[config.mk]
export PLATFORM = sky130hd
export DESIGN_NAME = note_lane_gen
export DESIGN_NICKNAME = d
export VERILOG_FILES = /design/src/rtl/note_lane_gen.sv
export SDC_FILE = /design/constraint.sdc
export NUM_CORES = 1
export LEC_CHECK = 0
export ABC_AREA = 0
export ABC_CLOCK_PERIOD_IN_PS = 5650
export BUFFER_PORTS_ARGS = -buffer_cell sky130_fd_sc_hd__buf_2
export CORE_ASPECT_RATIO = 2
export CORE_MARGIN = 4
export CORE_UTILIZATION = 45
export CTS_CLUSTER_SIZE = 30
export DETAILED_ROUTE_END_ITERATION = 12
export PLACE_DENSITY = 0.66
export SYNTH_ARGS = -nofsm -noshare
export SYNTH_HDL_FRONTEND = slang
export SYNTH_SLANG_ARGS = --single-unit
[constraint.sdc]
create_clock -name clk -period 5.65 [get_ports clk]
set_clock_uncertainty 0.05 [all_clocks]
set_input_delay 0 -clock clk [delete_from_list [all_inputs] [get_ports clk]]
set_output_delay 0 -clock clk [all_outputs]
set_load 0.03 [all_outputs]
[src/rtl/note_lane_gen.sv]
// note_lane_gen: four falling-note lanes for a rhythm game.
// Each lane carries a vertical position (0..479) and a 5-bit drum pattern.
// Notes move only on a qualifying frame tick, by speed+1 pixels per frame.
// Lane 1 starts the cascade. Each later lane wakes up once the lane above
// it has travelled 120 pixels.
// A free-running Galois LFSR supplies the patterns. Each lane takes its
// pattern when it spawns or respawns.
module note_lane_gen (
  input  logic        clk,
  input  logic        reset,
  input  logic        frame_tick_i,
  input  logic        enable_i,
  input  logic        perdio_i,
  input  logic [1:0]  speed_i,
  output logic [9:0]  posL1_o,
  output logic [9:0]  posL2_o,
  output logic [9:0]  posL3_o,
  output logic [9:0]  posL4_o,
  output logic [4:0]  linea1_o,
  output logic [4:0]  linea2_o,
  output logic [4:0]  linea3_o,
  output logic [4:0]  linea4_o,
  output logic [3:0]  active_o,
  output logic [12:0] notes_spawned_o
);

  localparam logic [9:0]  POS_LAST   = 10'd479;
  localparam logic [10:0] POS_LAST11 = 11'd479;
  localparam logic [9:0]  CHAIN_GAP  = 10'd120;
  localparam logic [15:0] LFSR_TAPS  = 16'hB400;
  localparam logic [15:0] LFSR_SEED  = 16'hACE1;
  localparam logic [12:0] CNT_MAX    = 13'd8191;

  logic [15:0] lfsr_q, lfsr_d;
  logic [9:0]  pos_q [4];
  logic [9:0]  pos_d [4];
  logic [4:0]  pat_q [4];
  logic [4:0]  pat_d [4];
  logic [3:0]  act_q, act_d;
  logic [12:0] cnt_q, cnt_d;

  logic [4:0]  slice_raw [4];
  logic [4:0]  slice_pat [4];
  logic [3:0]  spawn;
  logic        advance;
  logic [10:0] step;

  // Patterns come from the current LFSR value. An all-zero pattern is not
  // playable, so it is replaced by 5'b00001.
  assign slice_raw[0] = lfsr_q[4:0];
  assign slice_raw[1] = lfsr_q[9:5];
  assign slice_raw[2] = lfsr_q[14:10];
  assign slice_raw[3] = {lfsr_q[15], lfsr_q[3:0]};

  // Substitute the zero pattern lane by lane.
  always_comb begin
    for (int k = 0; k < 4; k++) begin
      slice_pat[k] = (slice_raw[k] == 5'd0) ? 5'd1 : slice_raw[k];
    end
  end

  assign advance = frame_tick_i & enable_i & ~perdio_i;
  assign step    = 11'(speed_i) + 11'd1;

  // Galois shift every cycle. The seed is nonzero and the taps are maximal,
  // so the register never reaches zero.
  always_comb begin
    lfsr_d = {1'b0, lfsr_q[15:1]} ^ (lfsr_q[0] ? LFSR_TAPS : 16'h0000);
  end

  // Lane next-state: move, clamp, respawn at the bottom, and cascade spawning.
  always_comb begin
    logic [10:0] sum;
    logic        chain_ok;
    // NOTE: every output of this block gets a default before any branch.
    // A path that leaves a variable unassigned would infer a latch.
    sum      = 11'd0;
    chain_ok = 1'b1;
    act_d    = act_q;
    spawn    = 4'b0000;
    for (int k = 0; k < 4; k++) begin
      pos_d[k] = pos_q[k];
      pat_d[k] = pat_q[k];
    end
    if (advance) begin
      for (int k = 0; k < 4; k++) begin
        if (act_q[k]) begin
          if (pos_q[k] == POS_LAST) begin
            pos_d[k] = 10'd0;
            pat_d[k] = slice_pat[k];
            spawn[k] = 1'b1;
          end else begin
            sum      = {1'b0, pos_q[k]} + step;
            pos_d[k] = (sum > POS_LAST11) ? POS_LAST : sum[9:0];
          end
        end else if (chain_ok) begin
          // A new lane appears at the top and does not move on this frame.
          act_d[k] = 1'b1;
          pos_d[k] = 10'd0;
          pat_d[k] = slice_pat[k];
          spawn[k] = 1'b1;
        end
        // NOTE: chain_ok is a blocking temporary inside the loop. Lane k+1
        // reads the value that lane k just computed on this same advance.
        chain_ok = (pos_d[k] >= CHAIN_GAP);
      end
    end
  end

  // Add this cycle's spawns to the counter, saturating at the maximum.
  always_comb begin
    logic [13:0] total;
    total = {1'b0, cnt_q} + 14'(spawn[0]) + 14'(spawn[1])
          + 14'(spawn[2]) + 14'(spawn[3]);
    cnt_d = (total > {1'b0, CNT_MAX}) ? CNT_MAX : total[12:0];
  end

  // State registers with a synchronous reset that overrides every other input.
  always_ff @(posedge clk) begin
    // NOTE: the lane arrays are a few flops each, not a RAM. Resetting them
    // is cheap, and their outputs must read zero after reset.
    if (reset) begin
      lfsr_q <= LFSR_SEED;
      act_q  <= 4'b0000;
      cnt_q  <= 13'd0;
      for (int k = 0; k < 4; k++) begin
        pos_q[k] <= 10'd0;
        pat_q[k] <= 5'd0;
      end
    end else begin
      // NOTE: non-blocking assignments let every register sample the
      // pre-edge values, independent of statement order.
      lfsr_q <= lfsr_d;
      act_q  <= act_d;
      cnt_q  <= cnt_d;
      for (int k = 0; k < 4; k++) begin
        pos_q[k] <= pos_d[k];
        pat_q[k] <= pat_d[k];
      end
    end
  end

  assign posL1_o         = pos_q[0];
  assign posL2_o         = pos_q[1];
  assign posL3_o         = pos_q[2];
  assign posL4_o         = pos_q[3];
  assign linea1_o        = pat_q[0];
  assign linea2_o        = pat_q[1];
  assign linea3_o        = pat_q[2];
  assign linea4_o        = pat_q[3];
  assign active_o        = act_q;
  assign notes_spawned_o = cnt_q;

endmodule

==> results_dict.tcl <==
set metrics [dict create \
    outcome "completed" \
    yosysMostFrequentCell "dfxtp_1" \
    fin_crit_ps 5250 \
    synth_compound_area_frac 0.263 \
    grt_pass1_wl_mm 26.3 \
    grt_usage 0.233 \
    synth_top_area_share 0.340 \
    dieWidth_um 86.0 \
    critPathRequiredTime_ps 5790 \
    hold_viol 0 \
    cts_buffer_depth 2 \
    async_reset_ff_frac 0 \
    clk_pin_slew_worst_paths_ps 70 \
    cap_violations 0 \
    syn_area_mm2 0.00548 \
    yosys.area.top_type "dfxtp_1" \
    leakage_nw 2.56 \
    max_stage_delay_ps 550 \
    wl_mm 16.6 \
    start_util 0.463 \
    rr_worst_depth 19 \
    dp.final_hpwl_mm 12.4 \
    crit_arrival_ps 5400 \
    drc 0 \
    vias 5568 \
    grt_pass1_vias 5365 \
    port_buffers 83 \
    crit_type "flip-flop to flip-flop" \
    grt_max_degree 80 \
    viasPerCell 6.15 \
    path_common_cell "fa_1" \
    rsz0062_at_grt "no" \
    max_freq_ghz 0.190 \
    numCtsBuffers 9 \
    ys_ff_latch 93 \
    firstDrtPassIters 7 \
    routabilityCongestion 0.938 \
    min_to "lfsr_q[10]" \
    synth_mux_area_frac 0.0297 \
    nets 780 \
    synth_xor_area_frac 0.0304 \
    seq_area_mm2 0.00186 \
    drtIter0Drc 295 \
    yosysUniqueCellTypes 82 \
    setup_violations 0 \
    ant_nets 0 \
    synthFlopType "dfxtp_1" \
    core_area_mm2 0.0118 \
    peakVddDrop_v 0.000217 \
    multi_input_area_mm2 0.00338 \
    p_total_mw 1.40 \
    end_kind "flip-flop" \
    cts_root_buf "clkbuf_16" \
    clk_latency_ps 350 \
    cts_tree "built" \
    ctsHtreeMaxLevel 3 \
    hp-start "reset" \
    hold_path_depth 3 \
    grt_antenna_before_repair 0 \
    crit_chain "ha_1 -> inv_1 -> fa_1 -> nor2b_1 -> o221a_2 -> nor2_1 -> or4_1 -> o21a_1 -> o21ai_1 -> nand2_1 -> fa_1 -> fa_1 -> fa_1 -> nor2b_1 -> nand4_1 -> nor2_1 -> nand4_1 -> nor3_1 -> a211oi_1" \
    yosys_warnings 0 \
    syn_inst 683 \
    synth_fp_nets 708 \
    worst_slew_pin_slew_ps 835 \
    grt_overflow 0 \
    cts.sinks 93 \
    setup_tns_ps 0 \
    synth.avg_cell_area_um2 8.02 \
    antenna_cells 0 \
    slowest_stage "or4_1" \
    drive_gt1_frac 0.200 \
    synth_simple_gate_area_share 0.239 \
    drv_slew 0 \
    p_per_area_mw_per_mm2 219 \
    synth_edf_count 0 \
    worstHoldPathType "primary input to flip-flop" \
    die_area_mm2 0.0141 \
    hold_buffers 0 \
    crit_fanout 5 \
    fillers 1135 \
    critPathLaunchType "flip-flop" \
    synth_fa_ha_area_frac 0.0507 \
    slew_headroom 0.443 \
    ys_top_cells_by_count "dfxtp_1, nor2_1, a21oi_1" \
    post-route-period-util 0.930 \
    synth_top_family_by_area "compound AO/OA/AOI/OAI gates" \
    io_pins 84 \
    die_height_um 164 \
    regToRegEndpoint "notes_spawned_o[12]" \
    r2r_start "pos_q[1][0]" \
    syn_to_final_growth_pct 16.1 \
    core.rowCount 56 \
    synth_seq_area_share 0.340 \
    routedWlPerCell_um 18.3 \
    synthTopCellsByArea "dfxtp_1, a21oi_1, nor2_1" \
    regToRegSetupSlack_ps 400 \
    post_cts_buffers 0 \
]
[per-stage QoR]
stage,utilization,hold slack [ps],std cells,instance area (um^2),setup slack (ps)
2_1_floorplan,-,29.5,683,5480,464
3_3_place_gp,0.510,393,889,6040,188
5_1_grt,0.538,149,905,6360,81.8
4_1_cts,0.536,117,905,6340,105
6_report,0.538,126,905,6360,395
3_5_place_dp,0.510,397,889,6040,78.4
[how the worst max path moves through the flow]
| stage | slack, ps | cells past startpoint | from | end |
|---|---|---|---|---|
| finish | 400 | 19 | pos_q[1][0] | notes_spawned_o[12] |
| global route | 80 | 19 | pos_q[1][0] | notes_spawned_o[12] |
| CTS | 100 | 20 | pos_q[1][0] | notes_spawned_o[12] |
| detailed placement | 80 | 21 | speed_i[0] | notes_spawned_o[12] |
| global placement | 190 | 21 | speed_i[0] | notes_spawned_o[12] |
| floorplan | 460 | 20 | pos_q[1][0] | notes_spawned_o[12] |
[area by class of cell]
class,instances,share of cell area
inverters,30,0.0177
repair buffers,98,0.0830
flip-flops and latches,93,0.293
clock buffers,9,0.0354
well taps,145,0.0285
clock inverters,7,0.0126
multi-input cells,523,0.530
[worst max-delay path, delay by kind of cell, from the launching register on]
family,cells,cell delay [ps]
DFF,1,370
buffers and inverters,1,80
AOI/OAI and AO/OA,4,810
and+or+nand+nor,9,1770
adders and majority gates,5,2030
[cells in the final DEF, fill, tap and decap left out, types with 4 or more instances in the layout]
cell type | Yosys | final
nand2_1 | 62 | 62
nor3_1 | 18 | 18
nand3_1 | 18 | 18
nor2_1 | 66 | 66
a211o_1 | 4 | 4
o31ai_1 | 8 | 8
inv_1 | 29 | 29
xor2_1 | 10 | 10
a31oi_1 | 8 | 8
o221a_2 | 6 | 6
nor4_1 | 7 | 7
or3_1 | 7 | 7
and2_1 | 4 | 4
mux2i_1 | 8 | 8
nand2b_1 | 7 | 7
dfxtp_1 | 93 | 93
fa_1 | 7 | 7
clkbuf_16 | 0 | 9
a21oi_1 | 65 | 65
and3_1 | 11 | 11
or2_2 | 10 | 10
buf_2 | 6 | 83
o21bai_1 | 6 | 6
ha_1 | 11 | 11
a221oi_1 | 5 | 5
buf_4 | 1 | 15
nor2b_1 | 20 | 20
nand4_1 | 10 | 10
xnor2_1 | 9 | 9
o21ai_0 | 45 | 45
a211oi_1 | 10 | 9
a21o_1 | 7 | 7
[cells by family after synthesis]
group	count (synthesis)
AOI/OAI and AO/OA	211
muxes	15
buffers and inverters	67
and+or+nand+nor	260
DFF	93
adders and majority gates	18
xor gates and xnor gates	19
[flip-flops by register name (all words and copies together) (netlist names)]
register / cells
notes_spawned_o: 13
pos_q: 40
lfsr_q: 16
active_o: 4
pat_q: 20
[where the power goes]
part / switching, mW / leakage (nW) / total (mW) / internal [mW]
clock network: 0.283 / 0.154 / 0.634 / 0.351
logic: 0.0550 / 1.65 / 0.0851 / 0.0301
registers: 0.0104 / 0.754 / 0.676 / 0.666
[layer usage]
layer / part of all wire / up-vias / GRT usage
met5: 0 / - / 0
met4: 0.049 / 0 / 0.124
met3: 0.046 / 60 / 0.0341
met2: 0.54 / 214 / 0.438
met1: 0.37 / 2682 / 0.241
li1: - / 2612 / -
[what timing repair did]
item                                    4_1_cts  5_1_grt
gates resized for setup                       0        3
endpoints found under the setup margin        0       11
endpoints found under the hold margin         0        0
No activity file was read; power rests on OpenSTA's default activity.
